[src/rtl/ballot_controller.sv]
// Polling-booth sequencer sitting between officer/voter controls and a voting machine.
// Arms on officer auth, validates a one-hot keypad choice, pulses the machine, shows results.
module ballot_controller #(
    parameter int unsigned HOLD_CYCLES    = 5,
    parameter int unsigned GAP_CYCLES     = 5,
    parameter int unsigned TIMEOUT_CYCLES = 100,
    parameter int unsigned DISP_CYCLES    = 5
) (
    input  logic       clk,
    input  logic       reset,
    input  logic       auth,
    input  logic       close_poll,
    input  logic [3:0] vote_sel,
    output logic [3:0] vm_candidate,
    output logic       vm_mode,
    output logic       vm_button,
    output logic       ready,
    output logic       invalid,
    output logic       timeout,
    output logic       vote_done,
    output logic [7:0] total_votes
);

    localparam int unsigned MaxHg  = (HOLD_CYCLES > GAP_CYCLES) ? HOLD_CYCLES : GAP_CYCLES;
    localparam int unsigned MaxTd  = (TIMEOUT_CYCLES > DISP_CYCLES) ? TIMEOUT_CYCLES : DISP_CYCLES;
    localparam int unsigned MaxCyc = (MaxHg > MaxTd) ? MaxHg : MaxTd;
    localparam int unsigned CntW   = $clog2(MaxCyc + 1);

    localparam logic [CntW-1:0] HoldLast = CntW'(HOLD_CYCLES - 1);
    localparam logic [CntW-1:0] GapLast  = CntW'(GAP_CYCLES - 1);
    localparam logic [CntW-1:0] ArmLast  = CntW'(TIMEOUT_CYCLES - 1);
    localparam logic [CntW-1:0] DispLast = CntW'(DISP_CYCLES - 1);

    typedef enum logic [2:0] {
        StIdle,
        StArmed,
        StHold,
        StCooldown,
        StResult
    } state_e;

    state_e          state_q, state_d;
    logic [CntW-1:0] cnt_q, cnt_d;
    logic [3:0]      cand_q, cand_d;
    logic [7:0]      total_q, total_d;
    logic            invalid_q, invalid_d;
    logic            timeout_q, timeout_d;
    logic            vote_done_q, vote_done_d;
    logic            ready_q, ready_d;
    logic            vm_mode_q, vm_mode_d;
    logic            vm_button_q, vm_button_d;
    logic [3:0]      vm_cand_q, vm_cand_d;

    // cnt_q counts cycles already spent in the current state; it is zeroed on every transition.
    always_comb begin
        state_d     = state_q;
        cnt_d       = cnt_q + CntW'(1);
        cand_d      = cand_q;
        total_d     = total_q;
        invalid_d   = 1'b0;
        timeout_d   = 1'b0;
        vote_done_d = 1'b0;

        unique case (state_q)
            StIdle: begin
                cnt_d = '0;
                if (close_poll) begin
                    state_d = StResult;
                    cand_d  = 4'b0001;
                end else if (auth) begin
                    state_d = StArmed;
                end
            end
            StArmed: begin
                if ($onehot(vote_sel)) begin
                    state_d = StHold;
                    cand_d  = vote_sel;
                    cnt_d   = '0;
                end else begin
                    invalid_d = (vote_sel != 4'b0000);
                    if (cnt_q == ArmLast) begin
                        state_d   = StIdle;
                        timeout_d = 1'b1;
                        cnt_d     = '0;
                    end
                end
            end
            StHold: begin
                if (cnt_q == HoldLast) begin
                    state_d     = StCooldown;
                    cnt_d       = '0;
                    cand_d      = '0;
                    vote_done_d = 1'b1;
                    if (total_q != 8'hFF) begin
                        total_d = total_q + 8'd1;
                    end
                end
            end
            StCooldown: begin
                if (cnt_q == GapLast) begin
                    state_d = StIdle;
                    cnt_d   = '0;
                end
            end
            StResult: begin
                if (cnt_q == DispLast) begin
                    cnt_d  = '0;
                    cand_d = {cand_q[2:0], cand_q[3]};
                end
            end
            default: begin
                state_d = StIdle;
                cnt_d   = '0;
            end
        endcase

        // Outputs are decoded from the next state so the registered copies line up with it.
        ready_d     = (state_d == StArmed);
        vm_mode_d   = (state_d == StResult);
        vm_button_d = (state_d == StHold) || (state_d == StResult);
        vm_cand_d   = vm_button_d ? cand_d : 4'b0000;
    end

    always_ff @(posedge clk) begin
        if (!reset) begin
            state_q     <= StIdle;
            cnt_q       <= '0;
            cand_q      <= '0;
            total_q     <= '0;
            invalid_q   <= 1'b0;
            timeout_q   <= 1'b0;
            vote_done_q <= 1'b0;
            ready_q     <= 1'b0;
            vm_mode_q   <= 1'b0;
            vm_button_q <= 1'b0;
            vm_cand_q   <= '0;
        end else begin
            state_q     <= state_d;
            cnt_q       <= cnt_d;
            cand_q      <= cand_d;
            total_q     <= total_d;
            invalid_q   <= invalid_d;
            timeout_q   <= timeout_d;
            vote_done_q <= vote_done_d;
            ready_q     <= ready_d;
            vm_mode_q   <= vm_mode_d;
            vm_button_q <= vm_button_d;
            vm_cand_q   <= vm_cand_d;
        end
    end

    assign vm_candidate = vm_cand_q;
    assign vm_mode      = vm_mode_q;
    assign vm_button    = vm_button_q;
    assign ready        = ready_q;
    assign invalid      = invalid_q;
    assign timeout      = timeout_q;
    assign vote_done    = vote_done_q;
    assign total_votes  = total_q;

endmodule

[config.mk]
export PLATFORM = sky130hd
export DESIGN_NAME = ballot_controller
export DESIGN_NICKNAME = d
export VERILOG_FILES = /design/src/rtl/ballot_controller.sv
export SDC_FILE = /design/constraint.sdc
export NUM_CORES = 1
export LEC_CHECK = 0
export CORE_ASPECT_RATIO = 2
export CORE_MARGIN = 3
export CORE_UTILIZATION = 47
export DETAILED_ROUTE_END_ITERATION = 12
export HOLD_SLACK_MARGIN = 0.03
export PLACE_DENSITY_LB_ADDON = 0.2
export SETUP_SLACK_MARGIN = 0.05
export SLEW_MARGIN = 20
export SYNTH_ARGS = -nofsm -noshare
export SYNTH_HDL_FRONTEND = slang
export SYNTH_SLANG_ARGS = --single-unit
[constraint.sdc]
create_clock -name clk -period 2.6 [get_ports clk]
set_clock_uncertainty 0.1 [all_clocks]
set_input_delay 0.52 -clock clk [delete_from_list [all_inputs] [get_ports clk]]
set_output_delay 0.52 -clock clk [all_outputs]
set_load 0.05 [all_outputs]
# After elaboration in Yosys (flattened, before gate mapping)
# Index checks and enable logic that the tools add are counted.
# totals
word_cells,55
inputBits,8
ram_bits,0
ff_bits,32
n_memories,0
latchBits,0
mem_bits_ro,0
# classes
add_sub_neg,5
mul,0
n_eq_ne,11
n_div,0
mux,18
order_cmp,0
n_shift,0
reduce_logical,8
bitwise_logic,2
# ops
op,n
2-to-1 mux 7 bit,3
2-to-1 mux 3 bit,6
2-to-1 mux 4 bit,4
one-hot mux 4 bit (4 select lines),1
one-hot mux 3 bit (5 select lines),1
one-hot mux 7 bit (2 select lines),1
== test 3 x 1 -> 1 bit (second input constant),3
== test 3 x 2 -> 1 bit (second input constant),3
adder 8 x 1 -> 8 bit (second input constant),1
!= test 8 bit (second input constant),1
adder 7 x 1 -> 7 bit (second input constant),1
== test 7 x 3 -> 1 bit (second input constant),1
== test 7 bit (second input constant),1
== test 3 bit (second input constant),2
OR reduction 3 bit,2
adder 1 x 1 -> 2 bit,2
AND reduction 2 bit,2
nonzero test 4 bit,1
adder 2 x 2 -> 3 bit,1
zero test 3 bit,1
AND reduction 3 bit,1
2-to-1 mux 1 bit,2
NOT 1 bit,2
logical OR 1 bit,1

# Depth between registers and ports, before layout
# Gate-level depths: netlist (run 1).
# logic_depth
word_depth,8
depth_mapped,11
mapped_depth_nobuf,10

# Worst setup path after synthesis (run 1)
# No wires, ideal clock.
# synth_timing
kind,input port to flip-flop
from,in vote_sel[0]
to,reg cand_q[3]
cell_stages,11
setup_ns,0.129
required_time_ns,2.371
arrival_time_ns,2.629
path_slack_ns,-0.258
cell_sequence,inv_1 > fa_1 > inv_1 > ha_1 > ha_1 > nor3b_1 > and3_1 > buf_2 > nor4_4 > a222oi_1 > nor2b_1
# synth_via
elab_chain_cells,5
# synth_rtl
element,line,rtl
from (decl),13,"input logic [3:0] vote_sel,"
adder 1 x 1 -> 2 bit (not written as such),75,if ($onehot(vote_sel)) begin
adder 2 x 2 -> 3 bit (not written as such),75,
== test 3 x 1 -> 1 bit,75,
2-to-1 mux 4 bit,75,
one-hot mux 4 bit (4 select lines),64,unique case (state_q)
to (signal assigned),140,cand_q <= cand_d;
to (decl),44,"logic [3:0] cand_q, cand_d;"
# No other way between the ends.
# A chain may end at the register's enable or synchronous reset.

# Final worst setup path (run 1)
# layout_timing
from,in vote_sel[3]
to,"reg vm_cand_q[3], in the netlist vm_candidate[3]"
# layout_via
elab_chain_cells,8
elab_cells_between_ends,11
# layout_rtl
element,line,rtl
adder 1 x 1 -> 2 bit (not written as such),75,
adder 2 x 2 -> 3 bit (not written as such),75,
== test 3 x 1 -> 1 bit,75,
2-to-1 mux 3 bit,75,
one-hot mux 3 bit (5 select lines),64,
== test 3 x 2 -> 1 bit or == test 3 bit (tied branches),120,vm_button_d = (state_d == StHold) || (state_d == StResult);
logical OR 1 bit,120,
AND reduction 2 bit (no source line),-,
to (signal assigned),148,vm_cand_q <= vm_cand_d;
to (decl),52,"logic [3:0] vm_cand_q, vm_cand_d;"
# Parallel ways exist; a longest one is shown, timed or not.

==> results_dict.tcl, run 1 <==
set metrics [dict create \
    cts_root_buffer "clkbuf_8" \
    core_area_um2 3193 \
    tightest_slew_ns 0.5571 \
    dpl.hpwl_um 2752 \
    final_area_um2 2095 \
    ys.flop_type "dfxtp_1" \
    num_rows 29 \
    synth_top_family_by_area "simple AND/OR/NAND/NOR gates" \
    path_class "input pin to register" \
    drt_first_iter_violations 36 \
    clock-sinks 32 \
    io_pins 26 \
    fin_cells 240 \
    max_slew_margin_pct 62.34 \
    grt_pass1_vias 1344 \
    layout_min_cycle_time_ns 2.575 \
    dr_total_vias 1327 \
    crit_chain "buf_8 -> inv_8 -> fa_1 -> inv_1 -> ha_2 -> ha_4 -> nor3b_4 -> and3_4 -> nor4_4 -> a222oi_1 -> buf_4 -> nor2_1" \
    synth_area_per_cell_um2 9.240 \
    drc 0 \
    register_area_um2 640.6 \
    outcome "complete, no violations" \
    period_share_pct 99.04 \
    final_common_cell "dfxtp_1" \
    grt_usage_pct 19.34 \
    die_y_um 87.52 \
    finalHoldViolations 0 \
    placed_cell_area_um2 1927 \
    worstHoldStart "cnt_q[0]" \
    hold_end "cnt_q[0]" \
    die_w_um 46.76 \
    synthArstFlopShare_pct 0 \
    slowest_delay_ns 0.54 \
    diodes 0 \
    overflow 0 \
    p_leak_nw 0.8381 \
    final_max_slew_viol_count 0 \
    synth_cells 169 \
    dr.pass1.iters 4 \
    gp_congestion 0.8264 \
    globalRouteMet2Util_pct 36.43 \
    ys_ff_latch 32 \
    timing.final.ws_setup_ns 0.02509 \
    wl_per_cell_um 14.97 \
    portBuffers 25 \
    final_cell_mix "32 x dfxtp_1, 23 x nor2_1, 22 x clkdlybuf4s50_1" \
    multi_input_area_um2 905.9 \
    hold_buffers 0 \
    wl_um 3592 \
    clock_path_buffers 2 \
    use_met1_pct 19.44 \
    dieArea_um2 4092 \
    crit_path_top_delay_cell "fa_1" \
    clk_pin_slew_ns 0.07 \
    synth_nets 184 \
    synthMuxAreaShare_pct 0 \
    grt_pass1_wl_um 5720 \
    max_freq_ghz 0.3884 \
    ant_nets 0 \
    ys_seq_area_share_pct 41.03 \
    synth_cell_type_count 45 \
    antenna_found_initial 0 \
    yosys.area_share.adder_pct 6.090 \
    max-vdd-ir-drop_mv 0.5220 \
    initial_core_util_pct 48.90 \
    required_ns 2.68 \
    final_layout_size_suffix_gt1_share_pct 22.97 \
    fillers 279 \
    ys_warn_count 0 \
    clk_latency_ns 0.28 \
    syn_area_um2 1561 \
    place_inst 229 \
    finalSetupTns_ns 0 \
    whs_path_depth 1 \
    busiest_layer "met2" \
    cap_violations 0 \
    cp.arrival_ns 2.65 \
    hold_class "register to register" \
    numCtsBuffers 5 \
    final_nets 223 \
    rsz0062_at_grt "yes" \
    synth_edf_count 0 \
    r2r-start "cnt_q[0]" \
    cts_tree "done" \
    synth-compound-area-share_pct 9.295 \
    cp-end-kind "register" \
    power_density_nw_per_um2 557.5 \
    synth-simple-area-share_pct 31.89 \
    reg2reg_to "vm_candidate[3]" \
    cp_max_fo 3 \
    rrSetupSlack_ns 0.60 \
    final_core_util_pct 65.60 \
    cts-htree-levels 2 \
    finalSetupViolations 0 \
    synth-xor-area-share_pct 6.731 \
    pre_cts_ws_ns -0.8266 \
    area_delta_synth_final_pct 34.13 \
    met3_usage_pct 3.520 \
    vias_per_cell 5.529 \
    cp-start-kind "input pin" \
    grt_max_degree 14 \
    reg2reg_depth 8 \
]
cells in the mapped netlist, types with 2 or more instances:
cell      instances  area share (%)
and2_1           10             4.0
o21ai_0           2            0.64
a222oi_1          3             1.9
and3_1            3             1.2
clkbuf_1          2            0.48
nand4_1           2            0.80
nor2b_1           6             2.4
ha_1              6             4.8
nand3_1           7             2.2
nor3_1            2            0.64
inv_1            11             2.6
xnor2_1           3             1.7
nor4_1            4             1.6
dfxtp_1          32              41
nand2_1          12             2.9
xor2_1            9             5.0
buf_2             2            0.64
nor2_1           23             5.5
a21oi_1           3            0.96
nor3b_1           2            0.96
per-layer routing:
layer	part of all wire, %	vias up	wire length, um
met5	0	-	0
met4	1.9	0	68
met3	3.0	6	106
met2	60	31	2146
met1	35	628	1270
li1	-	662	-
logic make-up after synthesis:
family,count (synthesis)
and+or+nand+nor,83
xor gates and xnor gates,12
AOI/OAI and AO/OA,18
DFF,32
adders and majority gates,7
buffers and inverters,17
worst max-delay path: cells and delay by family:
kind / cells / cell delay (ns)
buffers and inverters: 4 / 0.35
adder cells (fa/ha/maj): 3 / 0.95
AND/OR/NAND/NOR: 4 / 0.52
AO/OA/AOI/OAI: 1 / 0.32
state kept, by name, summed over array words and instances (netlist names):
register	flops
cand_q	4
cnt_q	7
invalid	1
ready	1
state_q	3
timeout	1
total_votes	8
vm_button	1
vm_candidate	4
vm_mode	1
vote_done	1
timing repair:
item / 4_1_cts / 5_1_grt
setup endpoints to repair: 21 / 14
gates resized for setup: 18 / 7
pin swaps: 5 / 7
buffers inserted: 2 / 1
power breakdown:
part	total, mW	switching (mW)	leakage, nW	internal, mW
clock	0.471	0.188	0.0541	0.283
combinational	0.174	0.0942	0.525	0.0802
sequential	0.522	0.0173	0.259	0.505
total	1.17	0.299	0.838	0.869
final cells by class:
| class | count | area share, % |
|---|---|---|
| Multi-Input combinational cell | 120 | 43.25 |
| Sequential cell | 32 | 30.59 |
| Timing Repair Buffer | 38 | 16.67 |
| Clock buffer | 5 | 3.286 |
| Inverter | 11 | 2.330 |
| Clock inverter | 3 | 2.031 |
| Tap cell | 31 | 1.852 |
metrics by stage:
step,hold WS (ns),power (mW)
after global placement,0.3404,0.6923
after detailed placement,0.3495,0.6980
after floorplan,0.3300,0.6391
after CTS,0.3647,1.174
after global routing,0.3817,1.217
final,0.3568,1.168
worst max path at each step:
stage | from | to | cells past startpoint
finish | vote_sel[3] | vm_candidate[3] | 12
global route | vote_sel[3] | vm_candidate[3] | 12
CTS | vote_sel[0] | vm_candidate[3] | 12
floorplan | vote_sel[3] | cand_q[1] | 11
detailed placement | vote_sel[3] | cand_q[1] | 11
global placement | vote_sel[3] | vm_candidate[2] | 11
Note: power is estimated with default switching activity, not from simulation.
==> run 2: changes to the inputs <==
- CAP_MARGIN: not set -> 40
- SLEW_MARGIN: 20 -> not set
==> results of run 2 <==
The final DEF is identical to that of run 1; final timing and power are the same.
